===== src/rtl/bresenham_line_drawer.sv =====
// Bresenham line rasteriser: takes two 10-bit endpoints and emits one pixel per
// accepted pix_valid/pix_ready beat, from (x0,y0) to (x1,y1) inclusive.
module bresenham_line_drawer (
  input  logic       clk,
  input  logic       n_rst,
  input  logic       draw_en,
  input  logic [9:0] x0,
  input  logic [9:0] y0,
  input  logic [9:0] x1,
  input  logic [9:0] y1,
  input  logic       pix_ready,
  output logic       pix_valid,
  output logic [9:0] pix_x,
  output logic [9:0] pix_y,
  output logic       draw_done,
  output logic       busy,
  output logic [2:0] state
);

  // Handshake: a pixel transfers on a rising edge where pix_valid and pix_ready
  // are both high; pix_x/pix_y stay put while pix_valid is high and pix_ready is low.
  localparam logic [2:0] ST_IDLE      = 3'd0;
  localparam logic [2:0] ST_SETUP     = 3'd1;
  localparam logic [2:0] ST_PLOT      = 3'd2;
  localparam logic [2:0] ST_DONE      = 3'd3;
  localparam logic [2:0] ST_DONE_WAIT = 3'd4;

  logic [9:0]         ex0, ey0, ex1, ey1;
  logic signed [11:0] dx, dy, err;
  logic               sx_neg, sy_neg;

  logic [9:0]         abs_x, abs_y;
  logic signed [11:0] setup_dx, setup_dy;
  logic signed [12:0] e2, dx_ext, dy_ext;
  logic               step_x, step_y;
  logic signed [11:0] err_next;
  logic [9:0]         next_x, next_y;
  logic               at_end;

  always_comb begin
    abs_x    = (ex1 >= ex0) ? (ex1 - ex0) : (ex0 - ex1);
    abs_y    = (ey1 >= ey0) ? (ey1 - ey0) : (ey0 - ey1);
    setup_dx = $signed({2'b00, abs_x});
    setup_dy = -$signed({2'b00, abs_y});
    // Both axis tests look at the same pre-step error term.
    e2       = {err, 1'b0};
    dx_ext   = dx;
    dy_ext   = dy;
    step_x   = (e2 >= dy_ext);
    step_y   = (e2 <= dx_ext);
    err_next = err + (step_x ? dy : 12'sd0) + (step_y ? dx : 12'sd0);
    next_x   = step_x ? (sx_neg ? pix_x - 10'd1 : pix_x + 10'd1) : pix_x;
    next_y   = step_y ? (sy_neg ? pix_y - 10'd1 : pix_y + 10'd1) : pix_y;
    at_end   = (pix_x == ex1) && (pix_y == ey1);
  end

  always_ff @(posedge clk or negedge n_rst) begin
    if (!n_rst) begin
      state  <= ST_IDLE;
      ex0    <= '0;
      ey0    <= '0;
      ex1    <= '0;
      ey1    <= '0;
      dx     <= '0;
      dy     <= '0;
      err    <= '0;
      sx_neg <= 1'b0;
      sy_neg <= 1'b0;
      pix_x  <= '0;
      pix_y  <= '0;
    end else begin
      case (state)
        ST_IDLE: begin
          if (draw_en) begin
            ex0   <= x0;
            ey0   <= y0;
            ex1   <= x1;
            ey1   <= y1;
            state <= ST_SETUP;
          end
        end
        ST_SETUP: begin
          if (!draw_en) begin
            state <= ST_IDLE;
          end else begin
            dx     <= setup_dx;
            dy     <= setup_dy;
            err    <= setup_dx + setup_dy;
            sx_neg <= !(ex0 < ex1);
            sy_neg <= !(ey0 < ey1);
            pix_x  <= ex0;
            pix_y  <= ey0;
            state  <= ST_PLOT;
          end
        end
        ST_PLOT: begin
          // Dropping draw_en abandons the line even on an accepted final pixel.
          if (!draw_en) begin
            state <= ST_IDLE;
          end else if (pix_ready) begin
            if (at_end) begin
              state <= ST_DONE;
            end else begin
              err   <= err_next;
              pix_x <= next_x;
              pix_y <= next_y;
            end
          end
        end
        ST_DONE: begin
          state <= ST_DONE_WAIT;
        end
        ST_DONE_WAIT: begin
          if (!draw_en) state <= ST_IDLE;
        end
        default: begin
          state <= ST_IDLE;
        end
      endcase
    end
  end

  assign pix_valid = (state == ST_PLOT);
  assign draw_done = (state == ST_DONE);
  assign busy      = (state != ST_IDLE);

endmodule


===== config.mk =====
export PLATFORM = sky130hd
export DESIGN_NAME = bresenham_line_drawer
export DESIGN_NICKNAME = d
export VERILOG_FILES = /design/src/rtl/bresenham_line_drawer.sv
export SDC_FILE = /design/constraint.sdc
export NUM_CORES = 1
export LEC_CHECK = 0
export BUFFER_PORTS_ARGS = -buffer_cell sky130_fd_sc_hd__buf_2
export CORE_MARGIN = 1.5
export CORE_UTILIZATION = 57
export CTS_BUF_LIST = sky130_fd_sc_hd__clkbuf_4
export CTS_CLUSTER_SIZE = 8
export DETAILED_ROUTE_END_ITERATION = 16
export PLACE_DENSITY = 0.8
export RECOVER_POWER = 25
export SYNTH_ARGS = -nofsm -noshare
export SYNTH_HDL_FRONTEND = slang
export SYNTH_SLANG_ARGS = --single-unit

===== constraint.sdc =====
create_clock -name clk -period 4.5 [get_ports clk]
set_input_delay 0.45 -clock clk [delete_from_list [all_inputs] [get_ports clk]]
set_output_delay 0.45 -clock clk [all_outputs]
set_load 0.01 [all_outputs]

Yosys cells after proc, flatten, opt, wreduce, memory -nomap -nowiden --
Cells that the tools add are included.
Cells by class: reductions and logical operators 12, order comparisons 6, mux-type cells 30, eq/ne operators 16, $add $sub $neg 12
Operators by type and width (count):
- 2-to-1 mux 10 bit | 15
- 2-to-1 mux 12 bit | 5
- one-hot mux 10 bit (2 select lines) | 2
- subtractor 10 bit | 4
- one-hot mux 12 bit (2 select lines) | 1
- adder 10 x 1 -> 10 bit, second input constant | 2
- equality test 10 bit | 2
- greater-or-equal comparator 10 bit | 2
- < comparator 10 bit | 2
- subtractor 10 x 1 -> 10 bit, second input constant | 2
- 2-to-1 mux 3 bit | 5
- one-hot mux 3 bit (5 select lines) | 1
- greater-or-equal comparator 13 x 12 -> 1 bit | 1
- less-or-equal comparator 13 x 11 -> 1 bit | 1
- adder 11 x 12 -> 12 bit | 1
- adder 12 x 11 -> 12 bit | 1
- adder 12 bit | 1
- inequality test 2 bit, second input constant | 6
- negator 10 -> 12 bit | 1
- AND reduction 6 bit | 2
- equality test 3 x 2 -> 1 bit, second input constant | 2
- AND reduction 5 bit | 1
- inequality test 2 x 1 -> 1 bit, second input constant | 2
- AND reduction 2 bit | 2
- 11 further kinds | 12
Word-level totals: register bits 99, output and inout bits 26

Depth between registers and ports, before layout --
Gate-level depths: netlist of run 1.
depth after elaboration 8, gate-level depth with buffers 26

Least setup slack after synthesis of run 1 --
No wires, ideal clock.
path kind reg-to-reg, start point reg ex1[0], end point reg err[9], stages on the path, launching flop included 21, library setup time 126 ps, buffers on the path 1, arrival time 4266 ps, required time 4374 ps, slack 108 ps, path through dfrtp_1 -> inv_1 -> ha_1 -> inv_1 -> fa_1 -> nand3_1 -> a311oi_1 -> o21ai_0 -> clkbuf_1 -> mux2i_1 -> inv_1 -> ha_1 -> a21o_1 -> a21oi_1 -> o21ai_0 -> o41ai_1 -> nor2_1 -> a211oi_1 -> xnor2_1 -> xnor2_1 -> a221o_1
Between the ends: cells in the longest elaborated chain, start to end 5, elaborated cells on any way between the ends 11
RTL lines:
- start: declaration | line 28 | logic [9:0] ex0, ey0, ex1, ey1;
- start signal: assignment | line 62 | ex1 <= '0;
- start signal: assignment | line 77 | ex1 <= x1;
- subtractor 10 bit / greater-or-equal comparator 10 bit (equally long branches) | line 41 | abs_x = (ex1 >= ex0) ? (ex1 - ex0) : (ex0 - ex1);
- 2-to-1 mux 10 bit (*) | line 41
- named net abs_x[1] | line 32 | logic [9:0] abs_x, abs_y;
- adder 11 x 12 -> 12 bit (*) | line 88 | err <= setup_dx + setup_dy;
- 2-to-1 mux 12 bit (*) | line 83 | if (!draw_en) begin
- one-hot mux 12 bit (2 select lines) (*) | line 72 | case (state)
- end signal: assignment | line 88
- end signal: assignment | line 104 | err <= err_next;
- end: declaration | line 29 | logic signed [11:0] dx, dy, err;
Mark *: on every way through the listed nets, which the timed path passes. The rest lies on a longest branch. The select of a mux whose other input is x is not followed. A chain may end at the register's enable or synchronous reset.

Worst setup path after layout of run 1 --
start point reg ey0[7], end point reg err[9]
Between the ends: cells in the longest elaborated chain, start to end 6, elaborated cells on any way between the ends 8
RTL lines:
- start: declaration | line 28
- start signal: assignment | line 76 | ey0 <= y0;
- greater-or-equal comparator 10 bit | line 42 | abs_y = (ey1 >= ey0) ? (ey1 - ey0) : (ey0 - ey1);
- 2-to-1 mux 10 bit | line 42
- negator 10 -> 12 bit | line 44 | setup_dy = -$signed({2'b00, abs_y});
- named net setup_dy[4] | line 33 | logic signed [11:0] setup_dx, setup_dy;
- adder 11 x 12 -> 12 bit | line 88
- 2-to-1 mux 12 bit | line 83
- one-hot mux 12 bit (2 select lines) | line 72
The timed path passes the listed nets, and every way through them passes these cells. The select of a mux whose other input is x is not followed.

==> results of run 1 <==
[final timing paths]
check                      startpoint  slack [ns]        to  cells past startpoint
min in group asynchronous       n_rst        1.20  pix_y[3]                      1
min                             y0[3]        0.17    ey0[3]                      3
min reg2reg                     dx[9]        0.50     dx[9]                      2
max in group asynchronous       n_rst        1.20     dx[4]                      1
max reg2reg                    ey0[7]        0.06    err[9]                     21
max                            ey0[7]        0.06    err[9]                     21
[routing by layer]
layer | up-vias | share of wire, % | global-route usage [%]
met5 | - | 0 | 0
met4 | 0 | 1.9 | 9.43
met3 | 41 | 5.8 | 3.68
met2 | 292 | 48 | 48.0
met1 | 3767 | 44 | 40.6
li1 | 3813 | - | -
[logic make-up (layout without fill, tap and decap cells)]
group           Yosys count  after routing
xor+xnor                 76             76
other cells               0              1
flops                    99             99
simple gates            298            298
buf+inv                 137            276
mux                       8              8
fa+ha+maj               117            117
compound gates          289            289
[layout by cell type, fill, tap and decap left out, types with 28 or more instances in the layout]
cell type,synthesis,layout
a21o_1,28,28
a21oi_1,76,68
buf_2,6,69
buf_4,0,92
dfrtp_1,99,99
ha_1,99,87
inv_1,93,89
nand2_1,117,115
nor2_1,70,69
o21ai_0,113,103
xnor2_1,47,40
[stage by stage]
| stage | hold slack (ns) | utilization, % |
|---|---|---|
| after floorplan | 0.154 | - |
| after global placement | 0.464 | 65.3 |
| after detailed placement | 0.470 | 65.3 |
| after CTS | 0.102 | 66.9 |
| after global routing | 0.160 | 70.4 |
| final | 0.166 | 70.4 |
[worst max-delay path, stage by stage, from the launching register on]
cell      delay (ns)
dfrtp_1         0.41
inv_1           0.08
ha_1            0.38
a21oi_2         0.20
o21a_1          0.20
o31a_1          0.26
buf_4           0.15
nand2_2         0.07
o211ai_1        0.19
buf_4           0.18
nand3_2         0.13
xnor2_4         0.24
ha_4            0.25
nand2_1         0.11
o21ai_2         0.07
o41ai_2         0.36
buf_4           0.18
nor2_1          0.05
a211oi_2        0.27
xnor2_1         0.13
xnor2_1         0.14
a221o_1         0.30
[sequential cells by signal, indices dropped and copies added, names as in the netlist]
signal	cells
dy	12
err	12
dx	10
ex0	10
ex1	10
ey0	10
ey1	10
pix_x	10
pix_y	10
state	3
sx_neg	1
sy_neg	1
[timing repair]
item	CTS	global route
resized for setup	12	74
gates cloned	0	1
endpoints found under the hold margin	0	0
endpoints found under the setup margin	3	5
pin swaps	10	32
buffers inserted	3	19
[final cells by class]
| type | count | share of cell area, % |
|---|---|---|
| multi-input combinational | 788 | 58.0 |
| sequential | 99 | 24.1 |
| timing repair buffer | 165 | 10.5 |
| inverter | 95 | 3.47 |
| tap | 184 | 2.24 |
| clock buffer | 11 | 0.804 |
| clock inverter | 5 | 0.804 |
| antenna | 1 | 0.0244 |
==> flow_metrics.env, run 1 <==
export IMPL_status="finished, violations left"
export IMPL_violations="max-capacitance violations, max-slew violations"
export IMPL_synth_top_family_by_area="compound AO/OA/AOI/OAI gates"
export IMPL_ys_flop_type="dfrtp_1"
export IMPL_clkSinkCount=99
export IMPL_dpl_cell_count=1308
export IMPL_skew_ns=0.0245
export IMPL_worst_pin_slew_ns=3.68
export IMPL_async_reset_ff_share_pct=100
export IMPL_crit_required_ns=4.87
export IMPL_ys_seq_area_share_pct=28.9
export IMPL_synth_most_common_cell="nand2_1"
export IMPL_dp_final_hpwl_um=17600
export IMPL_drc=0
export IMPL_fin_setup_tns_ns=0
export IMPL_die_h_um=126
export IMPL_synthSimpleGateAreaFrac_pct=16.4
export IMPL_ys_types=67
export IMPL_post_drt_via_cell_ratio=5.87
export IMPL_io_pins=70
export IMPL_synth_fa_ha_area_share_pct=18.7
export IMPL_rows=44
export IMPL_drt_wl_total_um=23500
export IMPL_period_needed_ns=4.44
export IMPL_synthMuxAreaShare_pct=0.978
export IMPL_cp_data_arrival_time_ns=4.81
export IMPL_start_kind="flip-flop"
export IMPL_relSlewSlack_pct=-145
export IMPL_drt_iter0_drc=729
export IMPL_cts_tree="done"
export IMPL_placed_cell_area_sq_um=9520
export IMPL_cts_max_path_buffers=2
export IMPL_ys_warnings_count=0
export IMPL_finalCritPeriodShare_pct=98.6
export IMPL_cts_buffers=9
export IMPL_root_buffer="clkbuf_4"
export IMPL_critical_path_class="flip-flop to flip-flop"
export IMPL_portBuffers=69
export IMPL_report_final_slew_viol_count=68
export IMPL_hold_viol_final=0
export IMPL_fillerInstances=1170
export IMPL_ant_nets=0
export IMPL_grt_max_degree=81
export IMPL_clk_latency_ns=0.47
export IMPL_drv_cap=1
export IMPL_rsz0062_at_grt="true"
export IMPL_setup_viol=0
export IMPL_synth_area_sq_um=8570
export IMPL_first_pass_iters=8
export IMPL_synth_top_area_share_pct=28.9
export IMPL_postSynthAreaPerCell_sq_um=8.37
export IMPL_grt_pass1_vias=7604
export IMPL_stdcell_count=1348
export IMPL_place_gp_congestion=0.919
export IMPL_design_area_sq_um=10300
export IMPL_syn_instance_count=1024
export IMPL_post_place_ws_ns=-0.133
export IMPL_ys_top_cells_by_count="nand2_1, o21ai_0, dfrtp_1, ha_1, inv_1"
export IMPL_netlist_top_cells_area="dfrtp_1, ha_1, o21ai_0, nand2_1, xnor2_1"
export IMPL_path_max_fanout=5
export IMPL_fin_nets=1319
export IMPL_hp_class="primary input to flip-flop"
export IMPL_antenna_found_initial=1
export IMPL_synth_edf_count=0
export IMPL_dieArea_sq_um=15800
export IMPL_path_clk_slew_ns=0.16
export IMPL_fin_ws_ns=0.0628
export IMPL_endpoint_kind="flip-flop"
export IMPL_ctsHoldBuffers=0
export IMPL_htree_levels=3
export IMPL_synth_compound_area_share_pct=20.8
export IMPL_gr_total_overflow=0
export IMPL_regArea_sq_um=2480
export IMPL_routedWlPerCell_um=17.4
export IMPL_netlist_top_cell_by_area="dfrtp_1"
export IMPL_drive_above_1_share_pct=22.8
export IMPL_grt_total_usage_pct=29.4
export IMPL_area_growth_pct=19.9
export IMPL_fmax_mhz=225
export IMPL_synth_fp_nets=1185
export IMPL_multi_input_area_sq_um=5960
export IMPL_grt_pass1_wl_um=37400
export IMPL_ys_ff_latch=99
export IMPL_num_vias=7913
export IMPL_start_util_pct=58.7
export IMPL_core_area_sq_um=14600
export IMPL_synth_xor_area_share_pct=7.99
export IMPL_die_x_um=126
Power of run 1 is not shown: default switching activity piles up to over one toggle a cycle in this logic, so the estimate is an artifact.
==> inputs of run 2 (changes only) <==
- BUFFER_PORTS_ARGS: -buffer_cell sky130_fd_sc_hd__buf_2 -> unset
- CORE_UTILIZATION: 57 -> 52
- DONT_BUFFER_PORTS: unset -> 1
- PLACE_DENSITY: 0.8 -> 0.7
- REMOVE_ABC_BUFFERS: unset -> 1
==> run 2 against run 1 <==
  * The run still ends with max-capacitance violations, max-slew violations left
  * Non-clock buffer count decreased by 65
  * Utilization fell by 8.4 points
  * First-iteration DRC count shrank 38%
  * Worst hold slack got worse by 0.12 ns
==> flow_metrics.env, run 2 (synthesis gave the netlist of run 1 again) <==
export IMPL_status="finished, violations left"
export IMPL_violations="max-capacitance violations, max-slew violations"
export IMPL_crit_family="compound AO/OA/AOI/OAI gates"
export IMPL_drv_cap=1
export IMPL_skew_ns=0.0234
export IMPL_fin_util_pct=62.1
export IMPL_hold_worst_slack_ns=0.0480
export IMPL_drt_wl_total_um=22600
export IMPL_crit_required_ns=4.89
export IMPL_rows=46
export IMPL_r2r_start="dy[3]"
export IMPL_final_common_cell="nand2_1"
export IMPL_hp_class="primary input to flip-flop"
export IMPL_root_buffer="clkbuf_4"
export IMPL_first_pass_iters=7
export IMPL_dieArea_sq_um=17300
export IMPL_path_clk_slew_ns=0.18
export IMPL_cts_buffers=9
export IMPL_worst_path_max_delay_cell="fa_1"
export IMPL_die_x_um=131
export IMPL_grt_pass1_wl_um=36100
export IMPL_clkSinkCount=99
export IMPL_portBuffers=0
export IMPL_grt_total_usage_pct=26.0
export IMPL_holdCritStartpoint="y0[3]"
export IMPL_antenna_found_initial=1
export IMPL_htree_levels=3
export IMPL_post_drt_via_cell_ratio=5.63
export IMPL_ant_nets=0
export IMPL_worst_path_buf_inv=2
export IMPL_routedWlPerCell_um=17.2
export IMPL_final_cell_mix="nand2_1, o21ai_0, dfrtp_1, buf_4, ha_1"
export IMPL_startpoint="dy[3]"
export IMPL_fin_setup_tns_ns=0
export IMPL_setup_viol=0
export IMPL_drive_above_1_share_pct=17.8
export IMPL_drt_iter0_drc=453
export IMPL_core_area_sq_um=16000
export IMPL_clk_latency_ns=0.51
export IMPL_area_growth_pct=15.9
export IMPL_io_pins=70
export IMPL_rsz0062_at_grt="true"
export IMPL_report_final_slew_viol_count=100
export IMPL_period_needed_ns=4.41
export IMPL_slowest_delay_ns=0.50
export IMPL_fmax_mhz=227
export IMPL_top_regs="dy: 12 flops, err: 12 flops"
export IMPL_path_max_fanout=4
export IMPL_dp_final_hpwl_um=17300
export IMPL_num_vias=7407
export IMPL_die_h_um=131
export IMPL_grt_pass1_vias=7186
export IMPL_crit_chain="inv_2 > ha_4 > a21o_1 > a2111oi_4 > a21oi_2 > o32a_1 > and2_4 > fa_1 > ha_2 > inv_2 > fa_2 > nor2b_2 > o21ai_1 > nand2b_1 > nand3_2 > a31oi_4 > a31oi_4 > xnor2_2 > nor3_2 > a221oi_2 > o211ai_2"
export IMPL_relSlewSlack_pct=-68.8
export IMPL_start_kind="flip-flop"
export IMPL_grt_max_degree=100
export IMPL_worst_pin_slew_ns=2.53
export IMPL_cts_tree="done"
export IMPL_fin_nets=1254
export IMPL_drc=0
export IMPL_place_gp_congestion=0.888
export IMPL_gr_total_overflow=0
export IMPL_cts_max_path_buffers=2
export IMPL_finalCritPeriodShare_pct=98.0
export IMPL_endpoint_kind="flip-flop"
export IMPL_hold_viol_final=0
export IMPL_critical_path_class="flip-flop to flip-flop"
export IMPL_start_util_pct=53.6
export IMPL_cp_data_arrival_time_ns=4.80
[run 2: cell types whose count changed in the layout (fill, tap and decap cells not counted), sizes merged]
cell and delta:
bufinv -1, clkinv +4, dlygate4sd3 +1, inv -1, clkbuf -2, buf -66
[run 2: repair_timing]
item                       in CTS  in global routing
hold endpoints to repair       99                  0
resized for setup              10                 67
pin swaps                       8                 32
setup endpoints to repair       3                  4
buffers inserted                2                 13
hold buffers                    2                  0
[run 2: layout make-up]
class | instances | area, sq um
timing repair buffer | 100 | 771
inverter | 95 | 357
sequential | 99 | 2480
tap | 216 | 270
clock buffer | 9 | 67.6
multi-input combinational | 788 | 5910
fill | 1496 | 6070
antenna | 1 | 2.50
clock inverter | 7 | 77.6
[run 2: worst reg2reg max path: stages, from the launching register on]
cell	delay, ns
dfrtp_1	0.43
inv_2	0.08
ha_4	0.20
a21o_1	0.20
a2111oi_4	0.39
a21oi_2	0.10
o32a_1	0.34
and2_4	0.16
fa_1	0.50
ha_2	0.18
inv_2	0.04
fa_2	0.36
nor2b_2	0.12
o21ai_1	0.06
nand2b_1	0.12
nand3_2	0.11
a31oi_4	0.19
a31oi_4	0.12
xnor2_2	0.21
nor3_2	0.06
a221oi_2	0.20
o211ai_2	0.11
[run 2: worst paths after layout]
check | end | slack [ns] | depth (start not counted)
max | err[11] | 0.09 | 21
min | ey0[3] | 0.05 | 2
max reg2reg | err[11] | 0.09 | 21
min reg2reg | dx[1] | 0.52 | 2
max in group asynchronous | dy[6] | 1.75 | 2
min in group asynchronous | dy[10] | 1.23 | 2
[run 2: stage by stage]
step,cells,setup slack [ns],instance area [sq um]
global route,1315,-0.148,9930
CTS,1301,0.000767,9540
finish,1315,0.0894,9930
floorplan,982,-0.243,8390
global placement,1281,-0.0855,9290
detailed placement,1281,-0.256,9290
[run 2: per-layer routing]
layer | up-vias | wire length, um | track usage (%)
met5 | - | 0 | 0
met4 | 0 | 454 | 7.04
met3 | 36 | 863 | 3.36
met2 | 161 | 10500 | 41.8
met1 | 3550 | 10800 | 37.0
li1 | 3660 | - | -
Power of run 2 is left out for the same reason.
==> inputs of run 3 (changes only) <==
- CELL_PAD_IN_SITES_DETAIL_PLACEMENT: unset -> 1
- CELL_PAD_IN_SITES_GLOBAL_PLACEMENT: unset -> 2
- CORE_MARGIN: 1.5 -> unset
- CORE_UTILIZATION: 52 -> 37
- PLACE_DENSITY: 0.7 -> unset
- PLACE_DENSITY_LB_ADDON: unset -> 0.1
==> run 3 against run 2 <==
  * The run still ends with max-capacitance violations, max-slew violations left
  * Utilization shrank 16 points
  * Register-to-register slack gained 0.03 ns
  * Highest routed layer unchanged
  * Fmax rose by 0.68%
  * Count of clock-buffer cells in the layout is the same
  * Via count increased by 1.5%
  * Sequential cell count unchanged
  * Die area is 38% higher
  * Final cell count up 8.5%
  * Clock skew increased by 0.00067 ns
  * Routed wire length rose by 22%
  * Largest cell class unchanged
==> flow_metrics.env, run 3 (synthesis gave the netlist of run 1 again) <==
export IMPL_status="finished, violations left"
export IMPL_violations="max-capacitance violations, max-slew violations"
export IMPL_drt_wl_total_um=27500
export IMPL_hp_class="primary input to flip-flop"
export IMPL_place_gp_congestion=0.860
export IMPL_drt_iter0_drc=306
export IMPL_relSlewSlack_pct=-75.1
export IMPL_drv_cap=1
export IMPL_num_vias=7517
export IMPL_setup_viol=0
export IMPL_design_area_sq_um=10400
export IMPL_dp_final_hpwl_um=21600
export IMPL_root_buffer="clkbuf_4"
export IMPL_post_drt_via_cell_ratio=5.27
export IMPL_path_clk_slew_ns=0.18
export IMPL_top_regs="dy: 12 flops, err: 12 flops"
export IMPL_cts_max_path_buffers=2
export IMPL_first_pass_iters=4
export IMPL_slowest_delay_ns=0.51
export IMPL_routedWlPerCell_um=19.3
export IMPL_drive_above_1_share_pct=21.3
export IMPL_drc=0
export IMPL_cp_common_cell="inv_2"
export IMPL_grt_pass1_wl_um=44200
export IMPL_die_x_um=154
export IMPL_die_h_um=154
export IMPL_fmax_mhz=228
export IMPL_area_growth_pct=21.1
export IMPL_final_common_cell="buf_4"
export IMPL_grt_max_degree=100
export IMPL_critical_path_class="flip-flop to flip-flop"
export IMPL_fin_util_pct=45.8
export IMPL_start_kind="flip-flop"
export IMPL_final_cell_mix="buf_4, nand2_1, o21ai_0, dfrtp_1, inv_1"
export IMPL_dieArea_sq_um=23800
export IMPL_report_final_slew_viol_count=100
export IMPL_placed_cell_area_sq_um=9700
export IMPL_grt_pass1_vias=8009
export IMPL_worst_pin_slew_ns=2.63
export IMPL_cts_buffers=9
export IMPL_path_max_fanout=3
export IMPL_worst_path_max_delay_cell="fa_1"
export IMPL_hold_viol_final=0
export IMPL_htree_levels=3
export IMPL_antenna_found_initial=2
export IMPL_period_needed_ns=4.38
export IMPL_cts_tree="done"
export IMPL_gr_total_overflow=0
export IMPL_cp_data_arrival_time_ns=4.77
export IMPL_crit_chain="inv_2 > ha_4 > a21o_1 > a2111oi_2 > a21oi_2 > o32a_1 > and2_4 > fa_1 > ha_2 > inv_2 > fa_2 > nor2b_2 > o21ai_1 > nand2b_1 > nand3_2 > a31oi_4 > a31oi_2 > xnor2_1 > nor3_1 > a221oi_2 > o211ai_2"
export IMPL_skew_ns=0.0241
export IMPL_portBuffers=0
export IMPL_io_pins=70
export IMPL_clkSinkCount=99
export IMPL_ant_nets=0
export IMPL_rows=55
export IMPL_crit_required_ns=4.89
export IMPL_clk_latency_ns=0.49
export IMPL_rsz0062_at_grt="true"
export IMPL_finalCritPeriodShare_pct=97.3
export IMPL_grt_total_usage_pct=24.0
export IMPL_endpoint_kind="flip-flop"
export IMPL_fin_nets=1295
export IMPL_start_util_pct=37.8
export IMPL_core_area_sq_um=22600
run 3: layout make-up:
| cell class | count | area (sq um) |
|---|---|---|
| clock inverters | 7 | 52.6 |
| repair buffers | 141 | 1070 |
| diodes | 3 | 7.51 |
| clock buffers | 9 | 67.6 |
| fillers | 2691 | 12300 |
| multi-input cells | 788 | 5990 |
| inverters | 95 | 357 |
| flip-flops and latches | 99 | 2480 |
| well taps | 285 | 357 |
run 3: worst max-delay path, delay by kind of cell, from the launching register on:
family | cells | cell delay (ns)
AOI/OAI and AO/OA | 9 | 1.65
adders and majority gates | 4 | 1.23
and+or+nand+nor | 5 | 0.63
DFF | 1 | 0.42
buffers and inverters | 2 | 0.12
xor gates and xnor gates | 1 | 0.23
run 3: per-stage QoR:
step	hold WS [ns]	TNS, ns	cells	worst slack (ns)
2_1_floorplan	0.154	-2.30	982	-0.243
3_3_place_gp	0.156	-0.560	1393	-0.196
3_5_place_dp	0.156	-0.733	1393	-0.235
4_1_cts	0.0213	0	1414	0.00862
5_1_grt	0.0365	-0.249	1426	-0.141
6_report	0.0579	0	1427	0.119
run 3: routing by layer:
metal  GRT usage (%)  share of wire, %
met1            33.1                49
met3            2.24               2.3
met4            6.76               1.8
met5               0                 0
met2            40.1                47
run 3: timing repair:
action | in CTS | in global routing
setup buffers | 3 | 10
cloned | 0 | 1
gates resized for setup | 30 | 65
pin swaps | 12 | 26
hold endpoints to repair | 99 | 0
hold buffers | 2 | 0
endpoints found under the setup margin | 4 | 6
run 3: worst paths after layout:
check,from,end,slack [ns],cells after the start
max,dy[3],err[11],0.12,21
min,y0[1],ey0[1],0.06,2
max reg2reg,dy[3],err[11],0.12,21
min reg2reg,dx[9],dx[9],0.51,2
max in group asynchronous,n_rst,err[7],1.48,2
min in group asynchronous,n_rst,pix_y[3],1.29,2
Power of run 3 is left out for the same reason.
